**src/rtl/vga_timing_gen_if.sv**
```systemverilog
// Raster timing bundle: pixel-clock enable in, coordinates/syncs/strobes out.
interface vga_timing_gen_if;
  logic       ce;
  logic [9:0] hpos;
  logic [9:0] vpos;
  logic       hsync;
  logic       vsync;
  logic       display_on;
  logic       line_start;
  logic       frame_start;
  logic [9:0] frame_count;

  modport master (
    input  ce,
    output hpos, vpos, hsync, vsync, display_on, line_start, frame_start, frame_count
  );

  modport slave (
    output ce,
    input  hpos, vpos, hsync, vsync, display_on, line_start, frame_start, frame_count
  );
endinterface

```
**src/rtl/vga_timing_gen.sv**
```systemverilog
// Free-running VGA raster generator: h/v counters, frame counter and registered
// decodes that line up with the counter values they describe.
module vga_timing_gen #(
  parameter int H_VISIBLE = 640,
  parameter int H_FP      = 16,
  parameter int H_SYNC    = 96,
  parameter int H_BP      = 48,
  parameter int V_VISIBLE = 480,
  parameter int V_FP      = 10,
  parameter int V_SYNC    = 2,
  parameter int V_BP      = 33,
  parameter bit H_POL     = 1'b0,
  parameter bit V_POL     = 1'b0
) (
  input  logic             clk,
  input  logic             rst_n,
  vga_timing_gen_if.master vga
);
  localparam int H_TOTAL = H_VISIBLE + H_FP + H_SYNC + H_BP;
  localparam int V_TOTAL = V_VISIBLE + V_FP + V_SYNC + V_BP;

  generate
    if (H_TOTAL > 1024 || V_TOTAL > 1024) begin : g_bad_totals
      $error("vga_timing_gen: H_TOTAL/V_TOTAL must not exceed 1024");
    end
  endgenerate

  localparam logic [9:0]  H_LAST = 10'(H_TOTAL - 1);
  localparam logic [9:0]  V_LAST = 10'(V_TOTAL - 1);
  // 11-bit bounds so a sync ending exactly at 1024 does not wrap to zero
  localparam logic [10:0] HS_BEG = 11'(H_VISIBLE + H_FP);
  localparam logic [10:0] HS_END = 11'(H_VISIBLE + H_FP + H_SYNC);
  localparam logic [10:0] VS_BEG = 11'(V_VISIBLE + V_FP);
  localparam logic [10:0] VS_END = 11'(V_VISIBLE + V_FP + V_SYNC);
  localparam logic [10:0] H_VIS  = 11'(H_VISIBLE);
  localparam logic [10:0] V_VIS  = 11'(V_VISIBLE);

  logic [9:0] h_q, v_q, fc_q;
  logic [9:0] h_nxt, v_nxt, fc_nxt;
  logic       hs_q, vs_q, de_q, ls_q, fs_q;
  logic       hs_nxt, vs_nxt, de_nxt, ls_nxt, fs_nxt;

  always_comb begin
    h_nxt  = h_q;
    v_nxt  = v_q;
    fc_nxt = fc_q;
    if (vga.ce) begin
      if (h_q == H_LAST) begin
        h_nxt = '0;
        if (v_q == V_LAST) begin
          v_nxt  = '0;
          fc_nxt = fc_q + 10'd1;
        end else begin
          v_nxt = v_q + 10'd1;
        end
      end else begin
        h_nxt = h_q + 10'd1;
      end
    end
  end

  // Decode the state being loaded so each flag matches the counters it sits beside.
  always_comb begin
    hs_nxt = (({1'b0, h_nxt} >= HS_BEG) && ({1'b0, h_nxt} < HS_END)) ? H_POL : ~H_POL;
    vs_nxt = (({1'b0, v_nxt} >= VS_BEG) && ({1'b0, v_nxt} < VS_END)) ? V_POL : ~V_POL;
    de_nxt = ({1'b0, h_nxt} < H_VIS) && ({1'b0, v_nxt} < V_VIS);
    ls_nxt = (h_nxt == '0);
    fs_nxt = (h_nxt == '0) && (v_nxt == '0);
  end

  always_ff @(posedge clk or negedge rst_n) begin
    if (!rst_n) begin
      h_q  <= '0;
      v_q  <= '0;
      fc_q <= '0;
      hs_q <= ~H_POL;
      vs_q <= ~V_POL;
      de_q <= 1'b1;
      ls_q <= 1'b1;
      fs_q <= 1'b1;
    end else begin
      h_q  <= h_nxt;
      v_q  <= v_nxt;
      fc_q <= fc_nxt;
      hs_q <= hs_nxt;
      vs_q <= vs_nxt;
      de_q <= de_nxt;
      ls_q <= ls_nxt;
      fs_q <= fs_nxt;
    end
  end

  assign vga.hpos        = h_q;
  assign vga.vpos        = v_q;
  assign vga.frame_count = fc_q;
  assign vga.hsync       = hs_q;
  assign vga.vsync       = vs_q;
  assign vga.display_on  = de_q;
  assign vga.line_start  = ls_q;
  assign vga.frame_start = fs_q;
endmodule
```
**src/flat_wrapper.sv**
```systemverilog
// flat-port wrapper written by rule: the top's interface ports become plain ports
module vga_timing_gen_flat 
#(
  parameter int H_VISIBLE = 640,
  parameter int H_FP      = 16,
  parameter int H_SYNC    = 96,
  parameter int H_BP      = 48,
  parameter int V_VISIBLE = 480,
  parameter int V_FP      = 10,
  parameter int V_SYNC    = 2,
  parameter int V_BP      = 33,
  parameter bit H_POL     = 1'b0,
  parameter bit V_POL     = 1'b0
)
  (clk, rst_n, vga_ce, vga_hpos, vga_vpos, vga_hsync, vga_vsync, vga_display_on, vga_line_start, vga_frame_start, vga_frame_count);
  vga_timing_gen_if vga_i ();
  input  logic clk;
  input  logic rst_n;
  input wire logic [$bits(vga_i.ce)-1:0] vga_ce;
  output wire logic [$bits(vga_i.hpos)-1:0] vga_hpos;
  output wire logic [$bits(vga_i.vpos)-1:0] vga_vpos;
  output wire logic [$bits(vga_i.hsync)-1:0] vga_hsync;
  output wire logic [$bits(vga_i.vsync)-1:0] vga_vsync;
  output wire logic [$bits(vga_i.display_on)-1:0] vga_display_on;
  output wire logic [$bits(vga_i.line_start)-1:0] vga_line_start;
  output wire logic [$bits(vga_i.frame_start)-1:0] vga_frame_start;
  output wire logic [$bits(vga_i.frame_count)-1:0] vga_frame_count;
  assign vga_i.ce = vga_ce;
  assign vga_hpos = vga_i.hpos;
  assign vga_vpos = vga_i.vpos;
  assign vga_hsync = vga_i.hsync;
  assign vga_vsync = vga_i.vsync;
  assign vga_display_on = vga_i.display_on;
  assign vga_line_start = vga_i.line_start;
  assign vga_frame_start = vga_i.frame_start;
  assign vga_frame_count = vga_i.frame_count;
  vga_timing_gen #(.H_VISIBLE(H_VISIBLE), .H_FP(H_FP), .H_SYNC(H_SYNC), .H_BP(H_BP), .V_VISIBLE(V_VISIBLE), .V_FP(V_FP), .V_SYNC(V_SYNC), .V_BP(V_BP), .H_POL(H_POL), .V_POL(V_POL)) u_core (.clk(clk), .rst_n(rst_n), .vga(vga_i));
endmodule
```
**config.mk**
```make
export PLATFORM = sky130hd
export DESIGN_NAME = vga_timing_gen_flat
export DESIGN_NICKNAME = d
export VERILOG_FILES = /design/src/rtl/vga_timing_gen_if.sv /design/src/rtl/vga_timing_gen.sv /design/src/flat_wrapper.sv
export SDC_FILE = /design/constraint.sdc
export NUM_CORES = 1
export LEC_CHECK = 0
export ABC_CLOCK_PERIOD_IN_PS = 3250
export CAP_MARGIN = 20
export CORE_AREA = 2 2 75 77
export CTS_CLUSTER_DIAMETER = 40
export DETAILED_ROUTE_END_ITERATION = 8
export DIE_AREA = 0 0 77 79
export PLACE_DENSITY_LB_ADDON = 0.12
export REMOVE_ABC_BUFFERS = 1
export SETUP_SLACK_MARGIN = 0.4
export SYNTH_ARGS = -nofsm -noshare
export SYNTH_HDL_FRONTEND = slang
export SYNTH_SLANG_ARGS = --single-unit
```
**constraint.sdc**
```tcl
create_clock -name clk -period 3.25 [get_ports clk]
set_clock_uncertainty 0.15 [all_clocks]
set_input_delay 0.8125 -clock clk [delete_from_list [all_inputs] [get_ports clk]]
set_output_delay 0.8125 -clock clk [all_outputs]
set_load 0.01 [all_outputs]
```
# [After elaboration in Yosys (flattened, before gate mapping)]
# Index checks and enable logic that the tools add are counted.
[word_totals] register_bits=35 wordCells=33
[classes] n_addsub=3 magnitude_cmp=6 n_eq_ne=2 n_mux=7 reduce_logical=7
[ops] op="two-way mux 10 bit" count=5
[ops] op="adder 10 x 1 -> 10 bit (second input constant)" count=3
[ops] op="equality test 10 bit (second input constant)" count=2
[ops] op="zero test 10 bit" count=2
[ops] op="< comparator 10 bit (second input constant)" count=2
[ops] op="< comparator 10 x 9 -> 1 bit (second input constant)" count=2
[ops] op="greater-or-equal comparator 10 bit (second input constant)" count=1
[ops] op="greater-or-equal comparator 10 x 9 -> 1 bit (second input constant)" count=1
[ops] op="logical AND 1 bit" count=4
[ops] op="AND reduction 3 bit" count=1
[ops] op="two-way mux 1 bit" count=2

# [Logic depth before layout (Yosys ltp)]
[depth] depth_word=7 mapped_depth=9 ltp_nobuf=8

# [Least setup slack after synthesis]
# Ideal clock, no wire load.
[synth_path] kind="input -> register" start="in vga_ce" end="reg u_core.fs_q, in the netlist u_core.vga.frame_start" setup_time_ps=89 t_arrival_ps=2505 required_ps=3011 path_slack_ps=506 path_stages=9 n_path_buf=3 path_cell_list="buf_6 > and4_1 > buf_6 > and3_4 > buf_4 > a211o_1 > a2111oi_0 > a21oi_1 > nor4b_2"
[synth_between] elab_chain_cells=3 word_cells_on_any_way=5 classes_between="mux: 2; reduce/logical: 3"
[synth_rtl] item="start: declaration" line="flat_wrapper.sv:19" rtl="input wire logic [$bits(vga_i.ce)-1:0] vga_ce;"
[synth_rtl] item="two-way mux 10 bit" line="vga_timing_gen.sv:47" rtl="if (vga.ce) begin"
[synth_rtl] item="zero test 10 bit" line="vga_timing_gen.sv:68" rtl="fs_nxt = (h_nxt == '0) && (v_nxt == '0);"
[synth_rtl] item="logical AND 1 bit *" line="vga_timing_gen.sv:68"
[synth_rtl] item="named net u_core.fs_nxt" line="vga_timing_gen.sv:41" rtl="logic hs_nxt, vs_nxt, de_nxt, ls_nxt, fs_nxt;"
[synth_rtl] item="end signal: assignment" line="vga_timing_gen.sv:89" rtl="fs_q <= fs_nxt;"
[synth_rtl] item="end: declaration" line="vga_timing_gen.sv:40" rtl="logic hs_q, vs_q, de_q, ls_q, fs_q;"
# Mark *: on every way through the listed nets, which the timed path passes. The rest lies on a longest branch.
# A chain may end at the register's enable or synchronous reset.

# [Worst setup path in the final report]
[layout_path] start="reg u_core.h_q[0], in the netlist u_core.vga.hpos[0]" end="reg u_core.fs_q, in the netlist u_core.vga.frame_start"
[layout_between] elab_chain_cells=5 word_cells_on_any_way=9 classes_between="add/sub: 1; eq/ne: 1; mux: 4; reduce/logical: 3"
[layout_rtl] item="start: declaration" line="vga_timing_gen.sv:38" rtl="logic [9:0] h_q, v_q, fc_q;"
[layout_rtl] item="start signal: assignment" line="vga_timing_gen.sv:82" rtl="h_q <= h_nxt;"
[layout_rtl] item="equality test 10 bit" line="vga_timing_gen.sv:48" rtl="if (h_q == H_LAST) begin"
[layout_rtl] item="two-way mux 10 bit" line="vga_timing_gen.sv:48"
[layout_rtl] item="two-way mux 10 bit" line="vga_timing_gen.sv:47"
[layout_rtl] item="named net u_core.v_nxt[6]" line="vga_timing_gen.sv:39" rtl="logic [9:0] h_nxt, v_nxt, fc_nxt;"
[layout_rtl] item="zero test 10 bit" line="vga_timing_gen.sv:68"
[layout_rtl] item="logical AND 1 bit" line="vga_timing_gen.sv:68"
[layout_rtl] item="named net u_core.fs_nxt" line="vga_timing_gen.sv:41"
# The timed path passes the listed nets, and every way through them passes these cells.

==> parameters.txt <==
Parameter                              Value

Global routing
  Remaining Overflow, GRT ... 0
  Global-route wire length before repair ... 7.58 mm
  All-layer global routing usage ... 0.160
  Largest net degree at the start of global routing ... 36
  Via count of the first global-routing pass ... between 1000 and 1500
  Antenna violations before repair ... 0
  Global Route met1 Usage ... 0.228
  Most congested layer reported by global routing ... met2
  Global-route track usage on met3 ... 0.0398
  Met2 GRT Util ... 0.239

CTS
  Clock root buffer ... sky130_fd_sc_hd__clkbuf_8
  Number of sinks on the clock net ... 35
  Cts hold-fix bufs ... 0
  Register clock-pin slew on the reported worst setup and hold paths ... 0.08 ns
  Count of cells resized by post-cts repair ... 1
  Maximum number of buffers from clock root to sink ... 2
  Htree depth ... 2
  Num CTS Buffers ... 5
  CTS tree ... yes
  Worst-Skew Late Latency ... ~0.29 ns
  Buffers inserted by post-CTS timing repair ... 0

Setup path
  Crit. End Element ... register
  Data arrival time at the worst-slack endpoint ... approximately 2.6 ns
  Highest fanout seen on the critical path ... 9
  Required time reported for the critical path endpoint ... approximately 3.3 ns
  CP Class ... register to register
  Critical Path Start Type ... register

Final layout
  Final cell utilization of the core ... 0.477
  Post-synthesis to final-layout area growth ... 32.2%
  Share of layout cells above drive strength 1 ... 0.154
  Final instance area ... 0.00255 sq mm
  Final non-filler cell total ... ~310
  Number of inserted diodes ... 0
  Commonest non-fill, non-tap cell in the layout ... sky130_fd_sc_hd__clkdlybuf4s50_1
  Commonest cells after routing, fill and taps aside ... 36 x sky130_fd_sc_hd__clkdlybuf4s50_1, 30 x sky130_fd_sc_hd__dfrtp_1, 19 x sky130_fd_sc_hd__nor2_1
  Filler cells ... approximately 520
  Post-layout net count ... ~250

Power
  Int Pwr ... ~0.89 mW
  Static leakage power ... around 1.1 nW
  Sequential Power Share ... 0.435
  Power share of the combinational group ... 0.269
  Clock group share of total power ... 0.297
  Cell Pwr Density ... around 530 mW/mm^2
  Total power ... roughly 1.3 mW
  Peak supply drop ... ~280 uV
  Switching share of power ... 0.333
  Power spent charging and discharging nets ... 0.445 mW

Routing
  First-pass DRT Iterations ... 4
  Per-cell via count in the routed design ... between 5 and 6
  Remaining number of nets flagged by the antenna check after routing ... 0
  Post-detailed-route DRC marker count ... 0
  Routed wirelength normalized by instance count ... ~14 um
  Via count ... 1627
  Detailed Route WL ... 4.49 mm
  Number of DRC violations after detailed-routing iteration 0 ... approximately 120

Synth
  Most used DFF post-synth ... sky130_fd_sc_hd__dfrtp_1
  Number of distinct library cell variants in the gate-level netlist after synthesis ... between 50 and 60
  Post-Syn Area ... 0.00193 sq mm
  Count of synthesis-stage warnings from yosys ... 0
  Post-synthesis instance total ... about 190
  EDFF count, synth ... 0
  Proportion of synthesized flip-flops having asynchronous set or reset ... 1.00
  Sequential element share of the synthesized area ... 0.457
  Synthesized area per cell ... about 10 sq um
  Number of synthesized register bits ... 35

Placed design
  Setup slack after placement ... a little under 0.08 ns
  Placed standard-cell area ... roughly 0.0024 sq mm
  Placed Cells ... 305
  Port-buffer cells ... 37
  Hpwl dp ... roughly 3.2 mm
  RePlAce Congestion ... slightly below 0.8

Die
  Starting density of the core ... 0.361
  Core Area ... 0.00534 sq mm
  Number of top-level design ports ... 38
  Number of rows created at floorplan ... 27
  Vertical die dimension ... between 70 and 80 um
  Die X-Extent ... ~77 um
  Die Footprint ... between 0.006 and 0.007 sq mm

Hold path
  Class of the tightest hold or removal check ... register to register

Timing
  Fin. max-slew vios ... 0
  Ratio of final minimum period to clock period ... 0.791
  Final min period ... approximately 2.6 ns
  Setup-violating endpoint count in the final report ... 0
  Final count of hold timing violations ... 0
  Transition at the pin with the smallest max-transition slack ... between 0.4 and 0.5 ns
  Peak clock frequency supported by timing ... ~400 MHz
  Setup repair after global routing missed its margin ... no
  Hold Slack ... around 0.32 ns
  Setup TNS ... 0 ns
  Normalized max-slew margin ... 0.677
  Crit path setup slack, layout ... 0.679 ns

Status
  Outcome ... completed

Flow run
  Number of violations of the max-capacitance limit ... 0
-- cell type report --
cell class	count	area, sq um	share of cell area
repair buffers	50	470	0.185
flip-flops and latches	35	882	0.346
inverters	5	18.8	0.00736
multi-input cells	143	975	0.382
clock inverters	3	43.8	0.0172
well taps	72	90.1	0.0353
clock buffers	5	68.8	0.0270
-- logic make-up after synthesis --
family	after synthesis	synth area share
AO/OA/AOI/OAI	31	0.111
XOR/XNOR	21	0.0954
flip-flops	35	0.457
AND/OR/NAND/NOR	83	0.244
adder cells (fa/ha/maj)	4	0.0260
multiplexers	4	0.0221
buffers and inverters	15	0.0441
-- sequential cells by signal, indices dropped and copies added (netlist names) --
name,flops
u_core.vga.display_on,1
u_core.vga.hsync,1
u_core.vga.hpos,10
u_core.vga.line_start,1
u_core.vga.frame_count,10
u_core.vga.vsync,1
u_core.vga.vpos,10
u_core.vga.frame_start,1
-- worst max-delay path, stage by stage (launching register included) --
cell,delay [ns]
sky130_fd_sc_hd__dfrtp_1,0.51
sky130_fd_sc_hd__ha_1,0.32
sky130_fd_sc_hd__and4_4,0.29
sky130_fd_sc_hd__and3_4,0.20
sky130_fd_sc_hd__nand4_1,0.11
sky130_fd_sc_hd__xnor2_1,0.19
sky130_fd_sc_hd__or4_1,0.50
sky130_fd_sc_hd__nor4b_2,0.22
-- layer usage --
metal | share of wire | up-vias
met5 | 0 | -
met4 | 0.013 | 0
met3 | 0.046 | 5
met2 | 0.46 | 40
met1 | 0.49 | 789
li1 | - | 793
-- power by group through the flow --
stage,clock (mW),combinational (mW),sequential [mW]
2_1_floorplan,0,0.176,0.588
3_3_place_gp,0,0.351,0.591
3_5_place_dp,0,0.351,0.587
4_1_cts,0.409,0.356,0.580
5_1_grt,0.440,0.390,0.596
6_report,0.397,0.359,0.582
-- final timing paths --
check,startpoint,end,slack [ns],depth (start not counted)
setup / recovery,u_core.vga.hpos[0],u_core.vga.frame_start,0.68,7
hold / removal,u_core.vga.frame_count[9],u_core.vga.frame_count[9],0.32,1
setup reg to reg,u_core.vga.hpos[0],u_core.vga.frame_start,0.68,7
hold reg to reg,u_core.vga.frame_count[9],u_core.vga.frame_count[9],0.32,1
max in group asynchronous,rst_n,u_core.vga.line_start,1.82,2
min in group asynchronous,rst_n,u_core.vga.hpos[5],0.78,2
-- synthesized netlist by cell type (2+ instances only) --
cell type / count / share of area
sky130_fd_sc_hd__a211o_1: 2 / 0.0091
sky130_fd_sc_hd__a21oi_1: 6 / 0.016
sky130_fd_sc_hd__and3_1: 8 / 0.026
sky130_fd_sc_hd__and4_1: 3 / 0.014
sky130_fd_sc_hd__buf_2: 2 / 0.0052
sky130_fd_sc_hd__buf_4: 3 / 0.012
sky130_fd_sc_hd__buf_6: 2 / 0.012
sky130_fd_sc_hd__clkbuf_1: 3 / 0.0058
sky130_fd_sc_hd__dfrtp_1: 30 / 0.39
sky130_fd_sc_hd__dfstp_2: 5 / 0.068
sky130_fd_sc_hd__ha_1: 4 / 0.026
sky130_fd_sc_hd__inv_1: 5 / 0.0097
sky130_fd_sc_hd__mux2_2: 2 / 0.012
sky130_fd_sc_hd__mux2i_1: 2 / 0.010
sky130_fd_sc_hd__nand2_1: 18 / 0.035
sky130_fd_sc_hd__nand3_1: 7 / 0.018
sky130_fd_sc_hd__nand4_1: 8 / 0.026
sky130_fd_sc_hd__nor2_1: 19 / 0.037
sky130_fd_sc_hd__nor3_1: 5 / 0.013
sky130_fd_sc_hd__o21ai_0: 7 / 0.018
sky130_fd_sc_hd__or3_1: 2 / 0.0065
sky130_fd_sc_hd__xnor2_1: 12 / 0.055
sky130_fd_sc_hd__xor2_1: 9 / 0.041
No activity file was read; power rests on OpenSTA's default activity.
